`src/rtl/mips_pkg.sv`:
```
`default_nettype none
// ============================================================================
//  Module      : mips_pkg
//  Description : Opcode/funct constants, next-PC source encoding and jump
//                decode helpers shared by the fetch stage and hazard unit.
//  Revision    : 1.0 - initial release
// ============================================================================
package mips_pkg;

    localparam logic [5:0]  OP_RTYPE         = 6'h00;
    localparam logic [5:0]  OP_J             = 6'h02;
    localparam logic [5:0]  OP_JAL           = 6'h03;
    localparam logic [5:0]  FN_JR            = 6'h08;
    localparam logic [5:0]  FN_JALR          = 6'h09;
    localparam logic [31:0] NOP_INSTR        = 32'h0000_0000;
    localparam logic [31:0] DEFAULT_RESET_PC = 32'h0040_0000;

    // Source chosen for the next program counter, highest priority first
    typedef enum logic [2:0] {
        PC_SEL_RESET  = 3'd0,
        PC_SEL_BRANCH = 3'd1,
        PC_SEL_HOLD   = 3'd2,
        PC_SEL_JUMP   = 3'd3,
        PC_SEL_SEQ    = 3'd4
    } pc_sel_e;

    // Absolute jump (J/JAL) with a 26-bit pseudo-direct target
    function automatic logic is_abs_jump(input logic [31:0] instr);
        return (instr[31:26] == OP_J) || (instr[31:26] == OP_JAL);
    endfunction

    // Register jump (JR/JALR) whose target is the forwarded rs value
    function automatic logic is_reg_jump(input logic [31:0] instr);
        return (instr[31:26] == OP_RTYPE) &&
               ((instr[5:0] == FN_JR) || (instr[5:0] == FN_JALR));
    endfunction

endpackage : mips_pkg
`default_nettype wire

```
`src/rtl/pc_next_sel.sv`:
```
`default_nettype none
// ============================================================================
//  Module      : pc_next_sel
//  Description : Combinational next-PC priority mux with jump decode of the
//                instruction currently held in IF/ID.
//  Revision    : 1.0 - initial release
// ============================================================================
import mips_pkg::*;

module pc_next_sel #(
    parameter logic [31:0] RESET_PC = DEFAULT_RESET_PC
) (
    input  logic          reset,
    input  logic          PC_Wr_en,
    input  logic          IF_ID_Wr_en,
    input  logic          Branch_hazard,
    input  logic [31:0]   Branch_target,
    input  logic [31:0]   rs_forward,
    input  logic [31:0]   pc_q,
    input  logic [31:0]   if_id_instr,
    input  logic [3:0]    if_id_pc4_hi,
    output logic          jmp,
    output logic [31:0]   jmp_target,
    output pc_sel_e       pc_sel,
    output logic [31:0]   pc_d
);

    // Decode the ID-stage instruction into a jump flag and its target
    always_comb begin
        jmp        = 1'b0;
        jmp_target = rs_forward;
        if (is_abs_jump(if_id_instr)) begin
            jmp        = 1'b1;
            jmp_target = {if_id_pc4_hi, if_id_instr[25:0], 2'b00};
        end else if (is_reg_jump(if_id_instr)) begin
            jmp        = 1'b1;
            jmp_target = rs_forward;
        end
    end

    // Pick the next PC; the EX branch is older than any ID stall so it
    // overrides the hold, and a jump waits until IF/ID is allowed to move
    always_comb begin
        pc_sel = PC_SEL_SEQ;
        pc_d   = pc_q + 32'd4;
        if (reset) begin
            pc_sel = PC_SEL_RESET;
            pc_d   = RESET_PC;
        end else if (Branch_hazard) begin
            pc_sel = PC_SEL_BRANCH;
            pc_d   = Branch_target;
        end else if (!PC_Wr_en) begin
            pc_sel = PC_SEL_HOLD;
            pc_d   = pc_q;
        end else if (jmp && IF_ID_Wr_en) begin
            pc_sel = PC_SEL_JUMP;
            pc_d   = jmp_target;
        end
    end

endmodule : pc_next_sel
`default_nettype wire

```
`src/rtl/if_stage.sv`:
```
`default_nettype none
// ============================================================================
//  Module      : if_stage
//  Description : MIPS instruction-fetch stage: program counter, IF/ID
//                pipeline register and fetch-efficiency counters.
//  Revision    : 1.0 - initial release
// ============================================================================
import mips_pkg::*;

module if_stage #(
    parameter logic [31:0] RESET_PC = DEFAULT_RESET_PC,
    parameter int          CNT_W    = 32
) (
    input  logic               clk,
    input  logic               reset,
    input  logic               PC_Wr_en,
    input  logic               IF_ID_Wr_en,
    input  logic               IF_ID_flush,
    input  logic               Branch_hazard,
    input  logic [31:0]        Branch_target,
    input  logic [31:0]        rs_forward,
    input  logic [31:0]        Instr_data,
    output logic [31:0]        Instr_addr,
    output logic [31:0]        IF_ID_Instruction,
    output logic [31:0]        IF_ID_PC_plus_4,
    output logic               IF_ID_valid,
    output logic [5:0]         IF_ID_OpCode,
    output logic [5:0]         IF_ID_Funct,
    output logic [CNT_W-1:0]   Stall_count,
    output logic [CNT_W-1:0]   Flush_count,
    output logic [CNT_W-1:0]   Fetch_count
);

    logic [31:0]      pc_q, pc_d;
    logic [31:0]      pc_plus_4;
    logic [31:0]      instr_q, instr_d;
    logic [31:0]      pc4_q, pc4_d;
    logic             valid_q, valid_d;
    logic [CNT_W-1:0] stall_cnt_q, stall_cnt_d;
    logic [CNT_W-1:0] flush_cnt_q, flush_cnt_d;
    logic [CNT_W-1:0] fetch_cnt_q, fetch_cnt_d;
    logic             fetch_load;
    logic             jmp;
    logic [31:0]      jmp_target;
    pc_sel_e          pc_sel;

    pc_next_sel #(
        .RESET_PC      (RESET_PC)
    ) u_pc_next_sel (
        .reset         (reset),
        .PC_Wr_en      (PC_Wr_en),
        .IF_ID_Wr_en   (IF_ID_Wr_en),
        .Branch_hazard (Branch_hazard),
        .Branch_target (Branch_target),
        .rs_forward    (rs_forward),
        .pc_q          (pc_q),
        .if_id_instr   (instr_q),
        .if_id_pc4_hi  (pc4_q[31:28]),
        .jmp           (jmp),
        .jmp_target    (jmp_target),
        .pc_sel        (pc_sel),
        .pc_d          (pc_d)
    );

    // IF/ID next state: flush wins over write enable, otherwise hold
    always_comb begin
        pc_plus_4  = pc_q + 32'd4;
        instr_d    = instr_q;
        pc4_d      = pc4_q;
        valid_d    = valid_q;
        fetch_load = 1'b0;
        if (IF_ID_flush) begin
            instr_d = NOP_INSTR;
            pc4_d   = 32'h0;
            valid_d = 1'b0;
        end else if (IF_ID_Wr_en) begin
            instr_d    = Instr_data;
            pc4_d      = pc_plus_4;
            valid_d    = 1'b1;
            fetch_load = 1'b1;
        end
    end

    // Performance counters; a branch redirect during a stall is not a stall
    always_comb begin
        stall_cnt_d = stall_cnt_q;
        flush_cnt_d = flush_cnt_q;
        fetch_cnt_d = fetch_cnt_q;
        if (!PC_Wr_en && !Branch_hazard) begin
            stall_cnt_d = stall_cnt_q + CNT_W'(1);
        end
        if (IF_ID_flush) begin
            flush_cnt_d = flush_cnt_q + CNT_W'(1);
        end
        if (fetch_load) begin
            fetch_cnt_d = fetch_cnt_q + CNT_W'(1);
        end
    end

    // State registers with synchronous reset
    always_ff @(posedge clk) begin
        if (reset) begin
            pc_q        <= RESET_PC;
            instr_q     <= NOP_INSTR;
            pc4_q       <= 32'h0;
            valid_q     <= 1'b0;
            stall_cnt_q <= '0;
            flush_cnt_q <= '0;
            fetch_cnt_q <= '0;
        end else begin
            pc_q        <= pc_d;
            instr_q     <= instr_d;
            pc4_q       <= pc4_d;
            valid_q     <= valid_d;
            stall_cnt_q <= stall_cnt_d;
            flush_cnt_q <= flush_cnt_d;
            fetch_cnt_q <= fetch_cnt_d;
        end
    end

    // Jump decode outputs are only needed by the mux; keep them observable
    // for debug without feeding further logic
    logic unused_dbg;
    assign unused_dbg = ^{jmp, jmp_target, pc_sel};

    assign Instr_addr        = pc_q;
    assign IF_ID_Instruction = instr_q;
    assign IF_ID_PC_plus_4   = pc4_q;
    assign IF_ID_valid       = valid_q;
    assign IF_ID_OpCode      = instr_q[31:26];
    assign IF_ID_Funct       = instr_q[5:0];
    assign Stall_count       = stall_cnt_q;
    assign Flush_count       = flush_cnt_q;
    assign Fetch_count       = fetch_cnt_q;

endmodule : if_stage
`default_nettype wire

```
`config.mk`:
```
export PLATFORM = sky130hd
export DESIGN_NAME = if_stage
export DESIGN_NICKNAME = d
export VERILOG_FILES = /design/src/rtl/mips_pkg.sv /design/src/rtl/pc_next_sel.sv /design/src/rtl/if_stage.sv
export SDC_FILE = /design/constraint.sdc
export NUM_CORES = 1
export LEC_CHECK = 0
export CORE_MARGIN = 2
export CORE_UTILIZATION = 36
export CTS_BUF_LIST = sky130_fd_sc_hd__clkbuf_8
export DETAILED_ROUTE_END_ITERATION = 12
export GPL_ROUTABILITY_DRIVEN = 0
export PLACE_DENSITY_LB_ADDON = 0.25
export SLEW_MARGIN = 20
export SYNTH_ARGS = -nofsm -noshare
export SYNTH_HDL_FRONTEND = slang
export SYNTH_SLANG_ARGS = --single-unit
```
`constraint.sdc`:
```
create_clock -name clk -period 2.8 [get_ports clk]
set_clock_uncertainty 0.05 [all_clocks]
set_input_delay 0.7 -clock clk [delete_from_list [all_inputs] [get_ports clk]]
set_output_delay 0.7 -clock clk [all_outputs]
set_load 0.01 [all_outputs]
```
Word level (Yosys, flattened, before mapping)
Index checks and enable logic that the tools add are counted.
{"block": "op_classes", "muxes": 8, "n_addsub": 4, "n_reduce_logical": 10, "eq_ne": 4}
{"cell": "$mux 32", "count": 4}
{"cell": "$add 32x1->32 const B", "count": 3}
{"cell": "$add 32x3->32 const B", "count": 1}
{"cell": "$eq 6x2->1 const B", "count": 2}
{"cell": "$eq 6x4->1 const B", "count": 2}
{"cell": "$logic_not 6->1", "count": 1}
{"cell": "$mux 1", "count": 4}
{"cell": "$logic_and 1x1->1", "count": 3}
{"cell": "$logic_not 1->1", "count": 2}
{"cell": "$logic_or 1x1->1", "count": 2}
{"cell": "$reduce_bool 2->1", "count": 1}
{"cell": "$reduce_or 2->1", "count": 1}
{"block": "word_totals", "input_bits": 102, "reg_bits": 193, "word_cells": 33}

Depth between registers and ports, before layout
Gate-level depths: netlist (run 1).
{"block": "depth", "ltp_word": 9, "depth_mapped": 8}

By module
From an unflattened synthesis (run 1), not the netlist that was laid out.
{"block": "hier_totals", "hier_cells": 1186, "area_unflattened_um2": 10053.4}
{"mod": "if_stage", "n_inst": 1, "area_per_inst_um2": 8094.0, "cells_per_inst": 889}
{"mod": "pc_next_sel", "n_inst": 1, "area_per_inst_um2": 1959.4, "cells_per_inst": 297}

Least setup slack after synthesis (run 1)
No wires, ideal clock.
{"block": "synth_path", "path_type": "input to register", "start": "in IF_ID_flush", "end": "reg flush_cnt_q[22], in the netlist Flush_count[22]", "t_arrival_ns": 2.040, "stages": 6, "path_buffers": 1, "setup_slack_ns": 0.583, "cell_sequence": "buf_4 -> nand4_1 -> nor4_2 -> nand4_1 -> xor2_1 -> nor2_1"}
{"element": "start: declaration", "line_no": "if_stage.sv:18", "rtl": "input logic IF_ID_flush,"}
{"element": "end signal: assignment", "line_no": "if_stage.sv:116", "rtl": "flush_cnt_q <= flush_cnt_d;"}
{"element": "end: declaration", "line_no": "if_stage.sv:40", "rtl": "logic [CNT_W-1:0] flush_cnt_q, flush_cnt_d;"}

Worst setup path after layout (run 1)
{"block": "layout_path", "start": "reg pc_q[10], in the netlist Instr_addr[10]", "end": "out Instr_addr[10]"}
{"element": "start: declaration", "line_no": "if_stage.sv:34", "rtl": "logic [31:0] pc_q, pc_d;"}
{"element": "start signal: assignment", "line_no": "if_stage.sv:111", "rtl": "pc_q <= pc_d;"}
{"element": "end: declaration", "line_no": "if_stage.sv:23", "rtl": "output logic [31:0] Instr_addr,"}
No word-level cell between the ends.

==> run summary, run 1 <==
STATUS
----------------------------------------------------------------------------
Run status .................................................... complete, no violations

PWR
----------------------------------------------------------------------------
Clock network fraction of total power .........................        0.340
Comb pwr share ................................................        0.140
Power density over cell area ..................................   422 nW/um2
Share of power burned in registers ............................        0.520
Net switching power of the design .............................      1.60 mW
Standby leakage power .........................................      4.76 nW
Sw Ratio ......................................................        0.285
Peak VDD IR ...................................................       244 uV
Cell Int Power ................................................      4.00 mW

LOGIC SYNTHESIS
----------------------------------------------------------------------------
Yosys cell types ..............................................           66
Flop and latch count out of synthesis .........................          193
Netlist Area Pre-Place ........................................     9470 um2
Synth Instances ...............................................        1,078
Mapped Avg Cell Area ..........................................     8.78 um2
FFs w/ async S/R, synth .......................................            0
Number of warning messages in the yosys log ...................            0
Count of flip-flops with a built-in enable after synthesis ....            0
Net count of the mapped netlist ...............................        1,184
Sequential fraction of the synthesis area .....................        0.408
Most used DFF post-synth ......................................      dfxtp_1

FLOORPLAN
----------------------------------------------------------------------------
Die area ......................................................   27,600 um2
Core ar. ......................................................   25,900 um2
Number of placement rows ......................................           59
Io pins .......................................................          307
Horiz. Die Dim ................................................       166 um
Initial Util ..................................................        0.365
Y dimension of the die ........................................       166 um

SETUP PATH
----------------------------------------------------------------------------
Family with the most delay on the worst path ..................   flip-flops
FF-to-FF End .................................................. Instr_addr[1]$_SDFFE_PP0P_
Type of element capturing the critical path ................... primary output
Crit-path cells ............................................... clkdlybuf4s50_1
Highest cell delay on the worst timing path ...................       640 ps
Required time of the critical path ............................      2050 ps
Crit path buffers/inverters ...................................            1
Worst Path Arrival ............................................      1740 ps
Worst setup startpoint ........................................ Instr_addr[10]$_SDFFE_PP0N_
Top fanout value on the critical path .........................            6
Length in cells of the worst reg-to-reg path ..................            7
Worst-case register-to-register setup slack ...................       390 ps
Start of the worst register-to-register path .................. IF_ID_Instruction[3]$_SDFFE_PP0P_
Kind of start point of the critical path ......................         flop
Crit-path slowest cell ........................................      dfxtp_1
Critical path class ...........................................   reg -> out

PLACEMENT
----------------------------------------------------------------------------
Setup slack after placement ...................................       167 ps
DP HPWL .......................................................    23,300 um
Port-buffer cells .............................................          306

GRT
----------------------------------------------------------------------------
Pin count of the biggest net entering global routing ..........           86
Total GRT Usage ...............................................        0.223
Global-route wire length before repair ........................    49,400 um
Antenna violations before repair ..............................            0
Number of global-route vias before repair .....................        8,736
Global route total overflow ...................................            0

FINISH
----------------------------------------------------------------------------
Fillers .......................................................        2,478
Total number of nets in the final design ......................        1,468
Total inserted antenna cells ..................................            0
Final design utilization ......................................        0.512
Fraction of final layout cells sized beyond drive strength 1 ..       0.0764
Area Overhead vs Synth ........................................        40.0%
Footprint of the flip-flops and latches .......................     3860 um2
Area occupied by multi-input gates ............................     5150 um2

CLOCK TREE
----------------------------------------------------------------------------
Bufs on Longest Clock Path ....................................            2
CTS H-tree lvls ...............................................            4
Clock tree from TritonCTS .....................................          yes
Clock network latency to the later pin of the worst-skew pair .       490 ps
Number of resized instances in the post-cts repair step .......            0
Cts bufs inserted .............................................           17
Buffers inserted during post-CTS setup optimization ...........            0
TritonCTS sink count ..........................................          193
Clock Pin Slew Worst Setup and Hold Paths .....................       110 ps
Clk Tree Root Cell ............................................     clkbuf_8
Hold buffers post-CTS .........................................            0

DRT
----------------------------------------------------------------------------
First DRT Iteration DRCs ......................................          717
Via Count .....................................................        9,102
Post-detailed-route DRC marker count ..........................            0
Final ANT Viol Nets ...........................................            0
Met1 layer wirelength in the final routing ....................    14,300 um
Post-DR wirelength/cell .......................................      18.4 um
First-pass iteration count of the detailed router .............            5
Routed wire length on met2 ....................................    14,700 um
Uppermost signal routing layer after detailed routing .........         met4
Final wirelength ..............................................    31,400 um
Total met3 wirelength after detailed routing ..................      1700 um
Vias per Instance .............................................         5.33

TIMING
----------------------------------------------------------------------------
Final critical-path required period ...........................      2490 ps
Number of setup violations in the final report ................            0
Unrepaired setup endpoints after global routing ...............        false
Number of slew-limit violations in the final report ...........            0
Final Hold Fails ..............................................            0
FMAX ..........................................................      402 MHz
Setup TNS Final ...............................................         0 ps
Normalized max-slew margin ....................................        0.426
Period utilisation layout .....................................        0.888
Least-Margin Pin Slew .........................................       854 ps
Worst Slack Setup Final .......................................       313 ps

WORST HOLD PATH
----------------------------------------------------------------------------
Worst Hold End ................................................ IF_ID_PC_plus_4[7]$_SDFFE_PP0P_
Type of the most critical hold path ...........................   reg -> reg
Hold wc startpoint ............................................ IF_ID_PC_plus_4[7]$_SDFFE_PP0P_
Hold Path Cell Cnt ............................................            2

FLOW RUN
----------------------------------------------------------------------------
Max-cap violations ............................................            0

[cells by family (layout without fill, tap and decap cells)]
| logic type | after synthesis | in the layout | synth area share |
|---|---|---|---|
| compound gates | 151 | 151 | 0.109 |
| xor+xnor | 105 | 105 | 0.0971 |
| fa+ha+maj | 4 | 4 | 0.00529 |
| buf+inv | 93 | 389 | 0.0480 |
| flops | 193 | 193 | 0.408 |
| mux | 64 | 64 | 0.0691 |
| simple gates | 468 | 468 | 0.263 |
[synthesized netlist by cell type (9+ instances only)]
cell | n | area share
nand4_1 | 48 | 0.032
o22ai_1 | 10 | 0.0066
clkbuf_1 | 41 | 0.016
a21oi_1 | 34 | 0.018
nand2_1 | 48 | 0.019
o31a_1 | 10 | 0.0092
and4_1 | 18 | 0.017
mux2i_1 | 53 | 0.056
and3_1 | 24 | 0.016
nor3b_1 | 20 | 0.016
xor2_1 | 71 | 0.066
nor2_1 | 176 | 0.070
xnor2_1 | 34 | 0.031
buf_1 | 14 | 0.0055
a211oi_1 | 14 | 0.011
o21ai_0 | 23 | 0.012
inv_1 | 10 | 0.0040
mux2_2 | 10 | 0.012
dfxtp_1 | 193 | 0.41
a2111oi_0 | 9 | 0.0083
nand3_1 | 34 | 0.018
nor4_1 | 10 | 0.0066
buf_4 | 17 | 0.013
nor3_1 | 31 | 0.016
[routing by layer]
| metal | vias up | track usage |
|---|---|---|
| met3 | 49 | 0.0381 |
| li1 | 4420 | - |
| met5 | - | 0 |
| met1 | 4335 | 0.305 |
| met4 | 0 | 0.0737 |
| met2 | 298 | 0.359 |
[through the flow]
stage	hold WS [ps]	cell area, um2	power [mW]	instances
6_report	441	13300	5.60	1709
5_1_grt	463	13300	5.81	1709
4_1_cts	444	13300	5.64	1709
3_5_place_dp	429	12900	3.76	1678
3_3_place_gp	397	12900	3.75	1678
2_1_floorplan	431	9470	3.32	1078
[state kept, by name (all words and copies together) (netlist names)]
name               cells
Fetch_count           32
Flush_count           32
IF_ID_Instruction     32
IF_ID_PC_plus_4       32
IF_ID_valid            1
Instr_addr            32
Stall_count           32
[placed cells by master, fill, tap and decap left out, types with 24 or more instances in the layout]
master           netlist  layout
xor2_1                71      71
nand2_1               48      48
nand4_1               48      48
and3_1                24      24
mux2i_1               53      53
buf_4                 17      42
dfxtp_1              193     193
nor2_1               176     176
xnor2_1               34      34
clkdlybuf4s50_1        0     303
nand3_1               34      34
nor3_1                31      31
a21oi_1               34      34
[worst reg2reg max path, delay by kind of cell (launching register included)]
family / cells / cell delay [ps]
AOI/OAI and AO/OA: 3 / 660
buffers and inverters: 2 / 500
DFF: 1 / 460
and+or+nand+nor: 2 / 620
[final cells by class]
class	instances	area share
Inverter	10	0.00283
Clock buffer	18	0.0187
Clock inverter	13	0.0110
Multi-Input combinational cell	792	0.389
Tap cell	335	0.0316
Sequential cell	193	0.291
Timing Repair Buffer	348	0.256
[worst max path at each step]
stage	cells after the start	slack (ps)	end
CTS	1	320	Instr_addr[10]
floorplan	6	580	Flush_count[22]$_SDFFE_PP0P_
global placement	6	180	Fetch_count[25]$_SDFFE_PP0P_
global route	6	140	Instr_addr[4]$_SDFFE_PP0N_
detailed placement	8	170	Flush_count[28]$_SDFFE_PP0P_
finish	1	310	Instr_addr[10]
[power by group through the flow]
stage	Combinational, mW	Sequential, mW	Clock [mW]
final	0.783	2.91	1.90
after CTS	0.786	2.91	1.94
after global placement	0.777	2.97	0
after global routing	0.843	2.93	2.04
after detailed placement	0.781	2.97	0
after floorplan	0.339	2.98	0
(Power assumes the default switching activity.)
==> inputs of run 2 (changes only) <==
CAP_MARGIN = 0   (was default)
clock period = 2.9 ns   (was 2.8 ns; I/O delays follow)
==> run 2 against run 1 <==
  * Global-route usage is 0.15 points lower
  * Clock-buffer cell count stayed put
  * Flip-flop and latch count stayed put
  * Power is 5.4% lower
  * Sequential share of layout area is 0.16 points higher
  * Critical path depth is 5 higher
  * Combinational power is 4.0% lower
  * Via count is 1.0% lower
  * Worst setup slack worse by 58 ps
  * Critical path type is now reg -> reg
==> run summary, run 2 (same netlist as run 1, synthesis figures left out) <==
SETUP PATH
----------------------------------------------------------------------------
Highest cell delay on the worst timing path ...................       730 ps
Crit path buffers/inverters ...................................            1
Top fanout value on the critical path .........................           21
Crit-path cells ............................................... nor4_4 -> nand2_4 -> a2111oi_0 -> buf_4 -> a31o_1 -> o21ai_1
Required time of the critical path ............................      3200 ps
Type of element capturing the critical path ...................         flop
Crit-path slowest cell ........................................    a2111oi_0
Family with the most delay on the worst path .................. simple AND/OR/NAND/NOR gates
Critical path class ...........................................   reg -> reg
Kind of start point of the critical path ......................         flop
Worst Path Arrival ............................................      2950 ps

GRT
----------------------------------------------------------------------------
Antenna violations before repair ..............................            0
Global route total overflow ...................................            0
Number of global-route vias before repair .....................        8,710
Total GRT Usage ...............................................        0.222
Pin count of the biggest net entering global routing ..........           86
Global-route wire length before repair ........................    49,200 um

PLACEMENT
----------------------------------------------------------------------------
Port-buffer cells .............................................          306
Cell Area, Placed .............................................   12,800 um2
Number of cells after detailed placement ......................        1,672
DP HPWL .......................................................    22,900 um
Setup slack after placement ...................................       206 ps

CLOCK TREE
----------------------------------------------------------------------------
Number of resized instances in the post-cts repair step .......            0
Clk Tree Root Cell ............................................     clkbuf_8
TritonCTS sink count ..........................................          193
Hold buffers post-CTS .........................................            0
Clock network latency to the later pin of the worst-skew pair .       470 ps
Bufs on Longest Clock Path ....................................            2
Cts bufs inserted .............................................           17
CTS H-tree lvls ...............................................            4
Clock tree from TritonCTS .....................................          yes
Clock Pin Slew Worst Setup and Hold Paths .....................       120 ps
Buffers inserted during post-CTS setup optimization ...........            0

FINISH
----------------------------------------------------------------------------
Leading cell types in the layout, fill and taps excluded ...... clkdlybuf4s50_1 (303), dfxtp_1 (193), nor2_1 (176)
Area Overhead vs Synth ........................................        39.3%
Post-route design area ........................................   13,200 um2
Fraction of final layout cells sized beyond drive strength 1 ..       0.0723
Commonest non-fill, non-tap cell in the layout ................ clkdlybuf4s50_1
Final instance count without filler cells .....................        1,704
Final design utilization ......................................        0.509
Fillers .......................................................        2,485
Total inserted antenna cells ..................................            0
Total number of nets in the final design ......................        1,462

STATUS
----------------------------------------------------------------------------
Run status .................................................... complete, no violations

TIMING
----------------------------------------------------------------------------
Normalized max-slew margin ....................................        0.417
Final critical-path required period ...........................      2650 ps
FMAX ..........................................................      378 MHz
Number of setup violations in the final report ................            0
Worst Slack Setup Final .......................................       254 ps
Setup TNS Final ...............................................         0 ps
Unrepaired setup endpoints after global routing ...............        false
Least-Margin Pin Slew .........................................       875 ps
Post-Route Hold Slack .........................................       424 ps
Number of slew-limit violations in the final report ...........            0
Final Hold Fails ..............................................            0
Period utilisation layout .....................................        0.912

DRT
----------------------------------------------------------------------------
First DRT Iteration DRCs ......................................          590
Final wirelength ..............................................    31,300 um
Post-detailed-route DRC marker count ..........................            0
First-pass iteration count of the detailed router .............            5
Vias per Instance .............................................         5.29
Final ANT Viol Nets ...........................................            0
Post-DR wirelength/cell .......................................      18.4 um
Via Count .....................................................        9,011

FLOORPLAN
----------------------------------------------------------------------------
Io pins .......................................................          307
Die area ......................................................   27,600 um2
Y dimension of the die ........................................       166 um
Number of placement rows ......................................           59
Core ar. ......................................................   25,900 um2
Initial Util ..................................................        0.365
Horiz. Die Dim ................................................       166 um

PWR
----------------------------------------------------------------------------
Standby leakage power .........................................      4.72 nW
Peak VDD IR ...................................................       278 uV
Power density over cell area ..................................   402 nW/um2
Overall power .................................................      5.30 mW

FLOW RUN
----------------------------------------------------------------------------
Max-cap violations ............................................            0

WORST HOLD PATH
----------------------------------------------------------------------------
Type of the most critical hold path ...........................   reg -> reg

==> run 2: changes by cell type in the layout (fill, tap and decap cells not counted), sizes merged <==
cell      delta
clkinv       -1
buf          -6
inv          +2
clkinvlp     +1
bufinv       -1
==> run 2: routing by layer <==
layer / track usage / vias to the layer above / part of all wire
met4: 0.0722 / 0 / 0.025
met3: 0.0365 / 39 / 0.045
met5: 0 / - / 0
met2: 0.357 / 246 / 0.46
met1: 0.303 / 4319 / 0.47
li1: - / 4407 / -
==> run 2: layout make-up <==
type | instances | area [um2] | area share
Multi-Input combinational cell | 792 | 5150 | 0.391
Sequential cell | 193 | 3860 | 0.293
Timing Repair Buffer | 342 | 3350 | 0.254
Tap cell | 335 | 419 | 0.0318
Clock buffer | 18 | 248 | 0.0188
Clock inverter | 14 | 120 | 0.00911
Inverter | 10 | 37.5 | 0.00285
==> run 2: path summary, 6_finish.rpt <==
check                                     start                           to  slack (ps)  depth (start not counted)
max          IF_ID_Instruction[31]$_SDFFE_PP0P_  Instr_addr[22]$_SDFFE_PP1N_         250                          6
min reg2reg            IF_ID_valid$_SDFFE_PP0P_     IF_ID_valid$_SDFFE_PP0P_         420                          2
max reg2reg  IF_ID_Instruction[31]$_SDFFE_PP0P_  Instr_addr[22]$_SDFFE_PP1N_         250                          6
min                    IF_ID_valid$_SDFFE_PP0P_     IF_ID_valid$_SDFFE_PP0P_         420                          2
==> run 2: power by group <==
group / internal (mW) / total [mW] / switching [mW]
clock network: 0.649 / 1.73 / 1.08
logic: 0.399 / 0.752 / 0.352
registers: 2.72 / 2.81 / 0.0925
==> run 2: worst reg2reg max path, cell delays in order, from the launching register on <==
cell and delay, ps:
dfxtp_1 380, nor4_4 640, nand2_4 340, a2111oi_0 740, buf_4 220, a31o_1 90, o21ai_1 50
==> inputs of run 3 (changes only) <==
TNS_END_PERCENT = 20   (was default)
==> results of run 3 <==
Same layout as run 2: the final DEF is identical, and so are final timing and power.
